===== config.mk =====
export PLATFORM = sky130hd
export DESIGN_NAME = prog_fetch_unit
export DESIGN_NICKNAME = d
export VERILOG_FILES = /design/src/rtl/prog_fetch_unit.sv
export SDC_FILE = /design/constraint.sdc
export NUM_CORES = 1
export LEC_CHECK = 0
export ABC_AREA = 1
export CAP_MARGIN = 20
export CORE_UTILIZATION = 51
export DETAILED_ROUTE_END_ITERATION = 10
export GPL_TIMING_DRIVEN = 0
export PLACE_DENSITY_LB_ADDON = 0.12
export SLEW_MARGIN = 20
export SYNTH_ARGS = -nofsm -noshare
export SYNTH_HDL_FRONTEND = slang
export SYNTH_SLANG_ARGS = --single-unit

===== constraint.sdc =====
create_clock -name Clk -period 3.05 [get_ports Clk]
set_input_delay 0.61 -clock Clk [delete_from_list [all_inputs] [get_ports Clk]]
set_output_delay 0.61 -clock Clk [all_outputs]
set_load 0.005 [all_outputs]

===== src/rtl/prog_fetch_unit.sv =====
// Instruction fetch stage: owns the PC, captures program-memory words for decode,
// and handles stalls, branch/jump redirects and sticky fetch faults.
module prog_fetch_unit #(
   parameter logic [31:0] RESET_PC = 32'h00001030,
   parameter int unsigned CNT_W    = 16
) (
   input  logic             Clk,
   input  logic             Reset,
   input  logic             stall,
   input  logic             branch_en,
   input  logic [31:0]      branch_target,
   input  logic             cs,
   input  logic [31:0]      mem_rdata,
   output logic [31:0]      address,
   output logic [31:0]      instr,
   output logic [31:0]      instr_pc,
   output logic             instr_valid,
   output logic             fault,
   output logic [CNT_W-1:0] fetch_count
);

   typedef enum logic [1:0] {StIdle, StFetch, StHold, StFault} state_e;

   state_e           state_q, state_d;
   logic [31:0]      pc_q, pc_d;
   logic [31:0]      instr_q, instr_d;
   logic [31:0]      instr_pc_q, instr_pc_d;
   logic             valid_q, valid_d;
   logic [CNT_W-1:0] cnt_q, cnt_d;
   logic             misaligned;

   assign misaligned = (branch_target[1:0] != 2'b00);

   always_comb begin
      state_d    = state_q;
      pc_d       = pc_q;
      instr_d    = instr_q;
      instr_pc_d = instr_pc_q;
      cnt_d      = cnt_q;
      valid_d    = 1'b0;
      unique case (state_q)
         StIdle: state_d = StFetch;
         StFetch: begin
            if (!cs) begin
               state_d = StFault;
            end else if (branch_en && misaligned) begin
               state_d = StFault;
            end else if (branch_en) begin
               // Word currently on the bus is discarded; fetch resumes at the target.
               pc_d = branch_target;
            end else if (stall) begin
               state_d = StHold;
            end else begin
               instr_d    = mem_rdata;
               instr_pc_d = pc_q;
               valid_d    = 1'b1;
               pc_d       = pc_q + 32'd4;
               cnt_d      = cnt_q + {{(CNT_W-1){1'b0}}, 1'b1};
            end
         end
         StHold: begin
            if (branch_en && misaligned) begin
               state_d = StFault;
            end else if (branch_en) begin
               pc_d    = branch_target;
               state_d = StFetch;
            end else if (!stall) begin
               // Re-present the held PC to memory; capture happens on the following edge.
               state_d = StFetch;
            end
         end
         StFault: state_d = StFault;
      endcase
   end

   always_ff @(posedge Clk or negedge Reset) begin
      if (!Reset) begin
         state_q    <= StIdle;
         pc_q       <= RESET_PC;
         instr_q    <= 32'h0;
         instr_pc_q <= 32'h0;
         valid_q    <= 1'b0;
         cnt_q      <= '0;
      end else begin
         state_q    <= state_d;
         pc_q       <= pc_d;
         instr_q    <= instr_d;
         instr_pc_q <= instr_pc_d;
         valid_q    <= valid_d;
         cnt_q      <= cnt_d;
      end
   end

   assign address     = pc_q;
   assign instr       = instr_q;
   assign instr_pc    = instr_pc_q;
   assign instr_valid = valid_q;
   assign fault       = (state_q == StFault);
   assign fetch_count = cnt_q;

endmodule


==> parameters.txt, run 1 <==
Parameter                              Value

Clock tree
  Num CTS Buffers ... 17
  Clock Root Buffer ... sky130_fd_sc_hd__clkbuf_16
  Number of H-tree levels ... 4
  Buffers inserted by post-CTS timing repair ... 0
  Maximum count of clock buffers along a single path ... 2
  Skew-Pair Late Insertion Delay ... 0.41 ns
  Post_cts resized ... 0
  Count of hold buffers inserted by post-cts repair ... 0
  Total number of clock tree sinks ... 115
  TritonCTS clock tree ... done
  Clock transition at the register clock pins on the worst setup and hold paths after CTS ... 0.05 ns

Synth
  Nets in the synthesized netlist ... 873
  Seq cells post-synth ... between 100 and 150
  Number of synthesis warnings ... 0
  Share of the yosys chip area belonging to registers ... 0.489
  Post-synthesis area per instance ... about 7.4 um2
  Post-synthesis cell type count ... 31
  Post-synthesis cell count ... roughly 800
  Area of the mapped netlist ... 5890 um2

Pwr
  Power Dens Cells ... between 900 and 1000 nW/um2
  Sw frac ... 0.375
  P_sw ... around 3.1 mW
  Internal Power ... 5.15 mW
  Combinational Power Share ... 0.443
  Sequential share of power ... 0.337
  Leakage ... 3.97 nW
  Peak supply drop ... between 0.6 and 0.7 mV
  Clock Power Share ... 0.220

Timing
  Least-Margin Pin Slew ... ~0.55 ns
  Remaining max-slew budget at the tightest pin ... 0.630
  Final worst path period share ... 0.706
  Fin Setup TNS ... 0 ns
  RSZ-0062 raised after global routing ... false
  Final-layout worst hold slack ... 0.140 ns
  Max Transition Viols Final ... 0
  Clock skew after layout ... 0.00578 ns
  Final-report setup violation count ... 0
  Post-route minimum period ... 2.15 ns
  Fmax ... 464 MHz
  Count of endpoints failing hold in the final timing report ... 0

Hold path
  Hold WC Path Type ... input pin to async pin

Global routing
  Met2 Track Usage GR ... 0.529
  Global-route layer with the greatest usage ... met2
  Number of global-route vias before repair ... 5493
  Maximum number of pins on one net before global-route repair ... 65
  Global-route congestion overflow total ... 0
  Wire length of the first global-routing pass ... 27.4 mm
  Initial antenna violation count ... 0
  Global routing met1 resource utilization ... 0.368
  GRT Total Usage ... 0.303
  Grt met3 use ... 0.0788

Floorplan
  Starting utilization of the core area ... 0.534
  Die Span Y ... 109 um
  Std cell rows ... 38
  Core ar. ... 11000 um2
  Die area ... around 12000 um2
  Die W ... 109 um
  Top Ports ... 183

Worst setup path
  Top fanout value on the critical path ... 6
  Crit-path cells ... clkdlybuf4s50_1
  Critical setup path kind ... flip-flop to output pin
  Endpoint arrival time on the critical path ... 1.54 ns
  Slowest cell delay on critical path ... 0.61 ns
  Category of cells accounting for the largest share of critical-path delay ... flip-flops
  CP bufs+invs ... 1
  Type of destination of the critical path ... output pin
  Critical path data required time ... 2.44 ns
  Slowest cell on the critical path ... sky130_fd_sc_hd__dfstp_2
  Kind of start point of the critical path ... flip-flop

Final layout
  Diodes inserted ... 0
  Number of nets at the end of the flow ... 1075
  Signed area change from the synthesized netlist to the final layout ... 43.6%
  Fraction of layout instances using a drive strength above 1 ... 0.0841

Placement
  DPL Wire Length ... between 10 and 15 mm
  Placer congestion estimate ... 0.930
  Port bufs ... roughly 180

Detailed routing
  Detailed-route wire length ... 17.5 mm
  ANT nets after route ... 0
  Per-cell via count in the routed design ... 5.14
  Vias after detailed routing ... 5915
  Routed length per instance ... 15.2 um
  Pre-antenna DRT Iters ... 5
  Number of violations reported at the end of detailed-routing iteration 0 ... 467
  Remaining routing DRC violations ... 0

Job
  Number of maximum-capacitance violations ... 0

Outcome
  Run status ... finished clean
==> metrics by stage <==
step                instances  setup slack (ns)  area (um2)  utilization  power, mW
detailed placement       1121             0.707        7920        0.718       6.41
CTS                      1151             0.887        8460        0.767       8.27
floorplan                 798              1.43        5890            -       4.44
finish                   1151             0.896        8460        0.767       8.24
global route             1151             0.797        8460        0.767       8.81
global placement         1120             -3.12        7890        0.715       6.31
==> sequential cells by signal, summed over array words and instances (netlist names) <==
register     flops
address         32
fetch_count     16
instr           32
instr_pc        32
instr_valid      1
state_q          2
==> kinds of logic (layout without fill, tap and decap cells) <==
| logic type | after synthesis | after routing | share of synthesized area |
|---|---|---|---|
| simple gates | 519 | 519 | 0.362 |
| compound gates | 56 | 56 | 0.0510 |
| xor+xnor | 15 | 15 | 0.0223 |
| buf+inv | 87 | 300 | 0.0633 |
| fa+ha+maj | 6 | 6 | 0.0127 |
| flops | 115 | 115 | 0.489 |
==> path summary, 6_finish.rpt <==
check | from | endpoint | slack (ns) | cells past startpoint
setup reg to reg | state_q[0] | address[8] | 1.03 | 7
setup / recovery | address[12] | address[12] | 0.90 | 1
max in group asynchronous | Reset | address[24] | 2.23 | 2
min in group Clk | instr[5] | instr[5] | 0.48 | 2
hold / removal | Reset | fetch_count[8] | 0.14 | 1
hold reg to reg | instr[5] | instr[5] | 0.48 | 2
==> synth_stat cells (all sizes together) <==
| library cell | count | area, um2 |
|---|---|---|
| clkinv | 1 | 3.75 |
| nand3b | 2 | 18.8 |
| buf | 19 | 115 |
| o211ai | 6 | 45.0 |
| o21ai | 48 | 244 |
| a21oi | 1 | 5.00 |
| nor3 | 6 | 30.0 |
| xor2 | 11 | 96.3 |
| nand4 | 6 | 37.5 |
| ha | 6 | 75.1 |
| xnor2 | 4 | 35.0 |
| nand3 | 50 | 255 |
| nor2 | 110 | 482 |
| a31oi | 1 | 6.26 |
| inv | 61 | 231 |
| clkbuf | 6 | 22.5 |
| nor3b | 1 | 7.51 |
| dfstp | 3 | 78.8 |
| dfrtp | 112 | 2800 |
| nand2 | 344 | 1300 |
==> cells in the final DEF, fill, tap and decap left out, types with 6 or more instances in the layout <==
master                              n
sky130_fd_sc_hd__nor3_1             6
sky130_fd_sc_hd__clkbuf_16         17
sky130_fd_sc_hd__dfrtp_1          112
sky130_fd_sc_hd__clkdlybuf4s50_1  181
sky130_fd_sc_hd__ha_1               6
sky130_fd_sc_hd__nand3_1           49
sky130_fd_sc_hd__clkinvlp_4         7
sky130_fd_sc_hd__clkbuf_1           6
sky130_fd_sc_hd__inv_1             58
sky130_fd_sc_hd__nand4_1            6
sky130_fd_sc_hd__o21ai_0           46
sky130_fd_sc_hd__buf_2             14
sky130_fd_sc_hd__nor2_2            21
sky130_fd_sc_hd__xor2_1            11
sky130_fd_sc_hd__nand2_1          341
sky130_fd_sc_hd__o211ai_1           6
sky130_fd_sc_hd__nor2_1            88
==> layer usage <==
layer	routed length, um	up-vias	share of wire
li1	-	2891	-
met1	7190	2751	0.41
met2	8560	249	0.49
met3	1490	24	0.085
met4	256	0	0.015
met5	0	-	0
==> area by class of cell <==
class,count,area [um2]
Clock buffer,17,425
Inverter,62,235
Buffer,25,138
Clock inverter,13,115
Sequential cell,115,2880
Timing Repair Buffer,183,1850
Tap cell,140,175
Fill cell,855,2570
Multi-Input combinational cell,596,2640
==> power by group through the flow <==
stage	Clock [mW]	Sequential (mW)	Combinational (mW)
after floorplan	0	2.72	1.72
after global placement	0	2.76	3.55
after detailed placement	0	2.77	3.63
after CTS	1.83	2.77	3.67
after global routing	1.91	2.85	4.05
final	1.82	2.78	3.65
No activity file was read; power rests on OpenSTA's default activity.
==> inputs of run 2 (changes only) <==
--- a/config.mk
+++ b/config.mk
@@ -7,7 +7,7 @@
 export LEC_CHECK = 0
 export ABC_AREA = 1
 export CAP_MARGIN = 20
-export CORE_UTILIZATION = 51
+export CORE_UTILIZATION = 47
 export DETAILED_ROUTE_END_ITERATION = 10
 export GPL_TIMING_DRIVEN = 0
 export PLACE_DENSITY_LB_ADDON = 0.12
==> constraint.sdc (replaced) <==
create_clock -name Clk -period 2.1 [get_ports Clk]
set_input_delay 0.42 -clock Clk [delete_from_list [all_inputs] [get_ports Clk]]
set_output_delay 0.42 -clock Clk [all_outputs]
set_load 0.005 [all_outputs]
==> parameters.txt, run 2 (same netlist as run 1, synthesis figures left out) <==
Parameter                              Value

Pwr
  Overall Power ... 11.8 mW (+43%)
  Leakage ... 3.99 nW (+0.36%)
  Peak supply drop ... 0.714 mV (+13%)
  Power Dens Cells ... 1390 nW/um2 (+43%)

Clock tree
  Clock transition at the register clock pins on the worst setup and hold paths after CTS ... 0.05 ns (about the same)
  TritonCTS clock tree ... done
  Number of H-tree levels ... 4 (unchanged)
  Maximum count of clock buffers along a single path ... 2 (unchanged)
  Skew-Pair Late Insertion Delay ... 0.42 ns (about the same)
  Total number of clock tree sinks ... 115 (unchanged)
  Num CTS Buffers ... 17 (unchanged)
  Clock Root Buffer ... sky130_fd_sc_hd__clkbuf_16

Detailed routing
  Vias after detailed routing ... 5735 (-3.0%)
  ANT nets after route ... 0 (unchanged)
  Number of violations reported at the end of detailed-routing iteration 0 ... 458 (-1.9%)
  Remaining routing DRC violations ... 0 (unchanged)
  Detailed-route wire length ... 17.1 mm (-2.1%)
  Routed length per instance ... 14.5 um (-4.7%)
  Per-cell via count in the routed design ... 4.85 (-5.6%)
  Pre-antenna DRT Iters ... 5 (unchanged)

Timing
  Final worst path period share ... 0.941
  Post-route minimum period ... slightly below 2 ns
  Max Transition Viols Final ... 0 (unchanged)
  RSZ-0062 raised after global routing ... true
  Count of endpoints failing hold in the final timing report ... 0 (unchanged)
  Least-Margin Pin Slew ... 0.581 ns (+0.0261 ns)
  Clock skew after layout ... 0.00597 ns (+0.000197 ns)
  Remaining max-slew budget at the tightest pin ... 0.613 (-0.0174)
  Fmax ... 506 MHz
  Worst Slack Setup Final ... 0.124 ns (-0.772 ns)
  Fin Setup TNS ... 0 ns (unchanged)
  Final-report setup violation count ... 0 (unchanged)

Final layout
  Commonest cells after routing, fill and taps aside ... sky130_fd_sc_hd__nand2_1, sky130_fd_sc_hd__clkdlybuf4s50_1, sky130_fd_sc_hd__dfrtp_1, sky130_fd_sc_hd__nor2_1, sky130_fd_sc_hd__inv_1
  Final core utilization ... 0.700 (-0.0670)
  Area used by multi-input combinational logic ... 2640 um2 (unchanged)
  Total of fill cells in the finished design ... 1029 (+20%)
  Number of nets at the end of the flow ... 1076 (+0.093%)
  Diodes inserted ... 0 (unchanged)
  Fraction of layout instances using a drive strength above 1 ... 0.0799 (-0.00419)
  Most common cell after layout, fill and taps aside ... sky130_fd_sc_hd__nand2_1
  Seq. cell area ... 2880 um2 (unchanged)
  Signed area change from the synthesized netlist to the final layout ... 43.9%

Floorplan
  Top Ports ... 183 (unchanged)
  Std cell rows ... 40 (+5.3%)
  Core ar. ... 12100 um2 (+9.8%)
  Starting utilization of the core area ... 0.486 (-0.0477)
  Die Span Y ... 114 um (+4.1%)
  Die W ... 114 um (+4.1%)
  Die area ... 13000 um2 (+8.4%)

Global routing
  Number of global-route vias before repair ... 5359 (-2.4%)
  Global-route congestion overflow total ... 0 (unchanged)
  GRT Total Usage ... 0.277 (-0.0258)
  Grt met3 use ... 0.0579 (-0.0209)
  Maximum number of pins on one net before global-route repair ... 62 (-4.6%)
  Wire length of the first global-routing pass ... 27.3 mm (-0.25%)
  Global routing met1 resource utilization ... 0.375 (+0.00673)
  Global-route layer with the greatest usage ... met2
  Initial antenna violation count ... 0 (unchanged)
  Met2 Track Usage GR ... 0.444 (-0.0843)

Worst setup path
  Critical path data required time ... 1.68 ns (-0.76 ns)
  Kind of start point of the critical path ... flip-flop
  Endpoint arrival time on the critical path ... 1.56 ns (+0.02 ns)
  Top fanout value on the critical path ... 5 (-1)
  Type of destination of the critical path ... output pin
  Critical setup path kind ... flip-flop to output pin

Placement
  Placer congestion estimate ... 0.920 (-1.0%)
  Post-placement setup slack ... -0.0173 ns (-0.724 ns)
  DPL Wire Length ... 12.7 mm (-1.9%)
  Port bufs ... 182 (unchanged)

Hold path
  Hold WC Path Type ... flip-flop to flip-flop

Job
  Number of maximum-capacitance violations ... 0 (unchanged)

Outcome
  Run status ... finished clean
run 2: cell types whose count changed in the layout (fill, tap and decap cells not counted), moves of 2 or more:
| cell | previous run | this run |
|---|---|---|
| sky130_fd_sc_hd__clkbuf_2 | 0 | 2 |
| sky130_fd_sc_hd__clkinvlp_4 | 7 | 1 |
| sky130_fd_sc_hd__clkbuf_8 | 0 | 2 |
| sky130_fd_sc_hd__clkbuf_1 | 6 | 12 |
run 2: path summary, 6_finish.rpt:
path | start | end | slack [ns] | cells after the start
setup / recovery | state_q[0] | fault | 0.12 | 2
hold / removal | instr[0] | instr[0] | 0.47 | 2
setup reg to reg | state_q[0] | address[26] | 0.13 | 7
hold reg to reg | instr[0] | instr[0] | 0.47 | 2
max in group asynchronous | Reset | address[22] | 0.89 | 3
min in group asynchronous | Reset | fetch_count[12] | 0.53 | 2
run 2: layout make-up:
type	count	area share
flip-flops and latches	115	0.340
multi-input cells	596	0.311
repair buffers	184	0.220
clock buffers	27	0.0570
inverters	62	0.0278
well taps	168	0.0248
plain buffers	25	0.0165
clock inverters	5	0.00325
run 2: per-layer routing:
metal	share of wire	wire, um
met1	0.46	7790
met2	0.47	8010
met3	0.061	1040
met4	0.016	277
met5	0	0
run 2: where the power goes:
group | switching (mW) | total (mW) | internal (mW)
combinational | 2.56 | 5.26 | 2.70
sequential | 0.846 | 4.03 | 3.18
clock | 0.957 | 2.51 | 1.56
run 2: timing repair:
action	CTS	global route
gates resized for setup	0	4
buffers inserted	0	0
hold endpoints to repair	51	0
hold buffers	1	0
setup endpoints to repair	0	8
run 2: worst max-delay path, stage by stage (launching register included):
cell and delay (ns):
sky130_fd_sc_hd__dfrtp_1 0.41, sky130_fd_sc_hd__ha_1 0.22, sky130_fd_sc_hd__clkdlybuf4s50_1 0.51
run 2: metrics by stage:
| stage | instance area, um2 | hold slack, ns | cells |
|---|---|---|---|
| after floorplan | 5890 | 0.124 | 798 |
| after CTS | 8470 | 0.479 | 1182 |
| after global placement | 7920 | 0.461 | 1148 |
| after detailed placement | 7950 | 0.412 | 1149 |
| final | 8470 | 0.475 | 1182 |
| after global routing | 8470 | 0.491 | 1182 |
==> inputs of run 3 (changes only) <==
--- a/config.mk
+++ b/config.mk
@@ -7,6 +7,7 @@
 export LEC_CHECK = 0
 export ABC_AREA = 1
 export CAP_MARGIN = 20
+export CORE_ASPECT_RATIO = 1.1
 export CORE_UTILIZATION = 47
 export DETAILED_ROUTE_END_ITERATION = 10
 export GPL_TIMING_DRIVEN = 0
==> parameters.txt, run 3 (same netlist as run 1, synthesis figures left out) <==
Parameter                              Value

Outcome
  Run status ... finished clean

Floorplan
  Std cell rows ... 42 (+5.0%)
  Starting utilization of the core area ... 0.485 (-0.00110)
  Die W ... 109 um (-4.6%)
  Top Ports ... 183 (unchanged)
  Die Span Y ... 119 um (+4.8%)
  Core ar. ... 12100 um2 (+0.23%)
  Die area ... 13000 um2 (about the same)

Timing
  Count of endpoints failing hold in the final timing report ... 0 (unchanged)
  RSZ-0062 raised after global routing ... false
  Final worst path period share ... 0.940 (about the same)
  Clock skew after layout ... 0.00805 ns (+0.00208 ns)
  Remaining max-slew budget at the tightest pin ... 0.606 (-0.00733)
  Fmax ... 506 MHz (about the same)
  Post-route minimum period ... 1.97 ns (-0.00118 ns)
  Max Transition Viols Final ... 0 (unchanged)
  Final-report setup violation count ... 0 (unchanged)
  Final-layout worst hold slack ... 0.476 ns (+0.00105 ns)
  Worst Slack Setup Final ... 0.126 ns (+0.00118 ns)
  Least-Margin Pin Slew ... 0.592 ns (+0.0110 ns)

Clock tree
  Post_cts resized ... 0 (unchanged)
  Num CTS Buffers ... 17 (unchanged)
  Clock transition at the register clock pins on the worst setup and hold paths after CTS ... 0.05 ns (about the same)
  Number of H-tree levels ... 4 (unchanged)
  Skew-Pair Late Insertion Delay ... 0.41 ns (about the same)
  Clock Root Buffer ... sky130_fd_sc_hd__clkbuf_16
  Maximum count of clock buffers along a single path ... 2 (unchanged)
  TritonCTS clock tree ... done
  Total number of clock tree sinks ... 115 (unchanged)

Detailed routing
  Number of violations reported at the end of detailed-routing iteration 0 ... 398 (-13%)
  Vias after detailed routing ... 5797 (+1.1%)
  Pre-antenna DRT Iters ... 5 (unchanged)
  Routed length per instance ... 14.7 um (+1.8%)
  Detailed-route wire length ... 17.2 mm (+0.58%)
  Remaining routing DRC violations ... 0 (unchanged)
  Per-cell via count in the routed design ... 4.96 (+2.3%)
  ANT nets after route ... 0 (unchanged)

Pwr
  Sw frac ... 0.350 (-0.0196)
  Internal Power ... 8.10 mW (+9.0%)
  Sequential share of power ... 0.320 (-0.021)
  Clock Power Share ... 0.259 (+0.046)
  Peak supply drop ... 0.993 mV (+39%)
  P_sw ... 4.37 mW (+0.10%)
  Power Dens Cells ... 1450 nW/um2 (+4.1%)
  Combinational Power Share ... 0.421 (-0.025)
  Leakage ... 4.06 nW (+1.8%)

Worst setup path
  Type of destination of the critical path ... flip-flop
  Critical setup path kind ... flip-flop to flip-flop
  Endpoint arrival time on the critical path ... 2.26 ns (+0.70 ns)
  Kind of start point of the critical path ... flip-flop
  Critical path data required time ... 2.39 ns (+0.71 ns)
  Top fanout value on the critical path ... 10 (+5)

Placement
  Port bufs ... 182 (unchanged)
  DPL Wire Length ... 12.8 mm (+1.0%)
  Count of placed standard cells including taps ... 1135 (-1.2%)
  Placer congestion estimate ... 0.929 (+0.93%)
  Post-placement setup slack ... -0.0321 ns (-0.0149 ns)

Global routing
  Maximum number of pins on one net before global-route repair ... 73 (+18%)
  GRT Total Usage ... 0.276 (-0.000962)
  Global-route congestion overflow total ... 0 (unchanged)
  Number of global-route vias before repair ... 5403 (+0.82%)
  Wire length of the first global-routing pass ... 27.0 mm (-1.0%)
  Initial antenna violation count ... 0 (unchanged)

Final layout
  Most common cell after layout, fill and taps aside ... sky130_fd_sc_hd__nand2_1
  Total of fill cells in the finished design ... 1028 (-0.097%)
  Signed area change from the synthesized netlist to the final layout ... 46.1%
  Count of non-filler cells in the finished layout ... 1168 (-1.2%)
  Diodes inserted ... 0 (unchanged)
  Fraction of layout instances using a drive strength above 1 ... 0.0838 (+0.00394)
  Commonest cells after routing, fill and taps aside ... sky130_fd_sc_hd__nand2_1, sky130_fd_sc_hd__clkdlybuf4s50_1, sky130_fd_sc_hd__dfrtp_1, sky130_fd_sc_hd__nor2_1, sky130_fd_sc_hd__inv_1
  Number of nets at the end of the flow ... 1076 (unchanged)

Hold path
  Hold WC Path Type ... flip-flop to flip-flop

Job
  Number of maximum-capacitance violations ... 0 (unchanged)
[run 3: cell count changes in the layout (fill, tap and decap cells not counted)]
cell	delta
sky130_fd_sc_hd__clkbuf_1	-4
sky130_fd_sc_hd__bufinv_16	+5
sky130_fd_sc_hd__clkinv_2	-1
sky130_fd_sc_hd__clkbuf_8	+2
sky130_fd_sc_hd__clkbuf_2	-2
sky130_fd_sc_hd__clkinv_4	+1
sky130_fd_sc_hd__clkinvlp_4	-1
[run 3: routing by layer]
layer	share of wire	vias to the layer above	GRT usage	routed length [um]
met1	0.42	2658	0.339	7300
li1	-	2896	-	-
met3	0.071	31	0.0684	1230
met5	0	-	0	0
met2	0.49	212	0.466	8360
met4	0.020	0	0.101	339
[run 3: final timing paths]
path                       startpoint              end  slack, ns  cells after the start
min in group asynchronous       Reset  fetch_count[11]       0.49                      2
max in group asynchronous       Reset       address[4]       0.87                      3
hold reg to reg             instr[26]        instr[26]       0.48                      2
setup / recovery           state_q[0]       address[8]       0.13                      7
setup reg to reg           state_q[0]       address[8]       0.13                      7
hold / removal              instr[26]        instr[26]       0.48                      2
[run 3: what timing repair did]
| item | in CTS | in global routing |
|---|---|---|
| buffers inserted | 0 | 0 |
| endpoints found under the hold margin | 43 | 0 |
| hold buffers | 1 | 0 |
[run 3: through the flow]
stage / power (mW) / instance area [um2] / TNS (ns) / utilization
final: 12.5 / 8610 / 0 / 0.709
after CTS: 12.6 / 8610 / 0 / 0.709
after global routing: 13.3 / 8610 / 0 / 0.709
after floorplan: 6.45 / 5890 / 0 / -
after detailed placement: 9.28 / 7930 / -0.0693 / 0.654
after global placement: 9.17 / 7910 / -456.61 / 0.651
[run 3: critical path, stage by stage (launching register included)]
cell and delay (ns):
sky130_fd_sc_hd__dfrtp_1 0.41, sky130_fd_sc_hd__inv_1 0.08, sky130_fd_sc_hd__ha_1 0.27, sky130_fd_sc_hd__nor2_2 0.26, sky130_fd_sc_hd__clkbuf_1 0.48, sky130_fd_sc_hd__nand3_1 0.15
sky130_fd_sc_hd__o211ai_1 0.12, sky130_fd_sc_hd__nand2_1 0.07
[run 3: power by group through the flow]
stage	combinational [mW]	clock (mW)	sequential, mW
finish	5.25	3.22	3.99
global route	5.84	3.37	4.11
CTS	5.32	3.26	3.98
detailed placement	5.28	0	4.01
global placement	5.18	0	3.99
floorplan	2.49	0	3.96
[run 3: cell type report]
class	instances	area, um2	area share
Buffer	25	138	0.0160
Clock buffer	23	488	0.0567
Clock inverter	9	174	0.0202
Inverter	62	235	0.0273
Multi-Input combinational cell	596	2640	0.306
Sequential cell	115	2880	0.335
Tap cell	154	193	0.0224
Timing Repair Buffer	184	1860	0.216
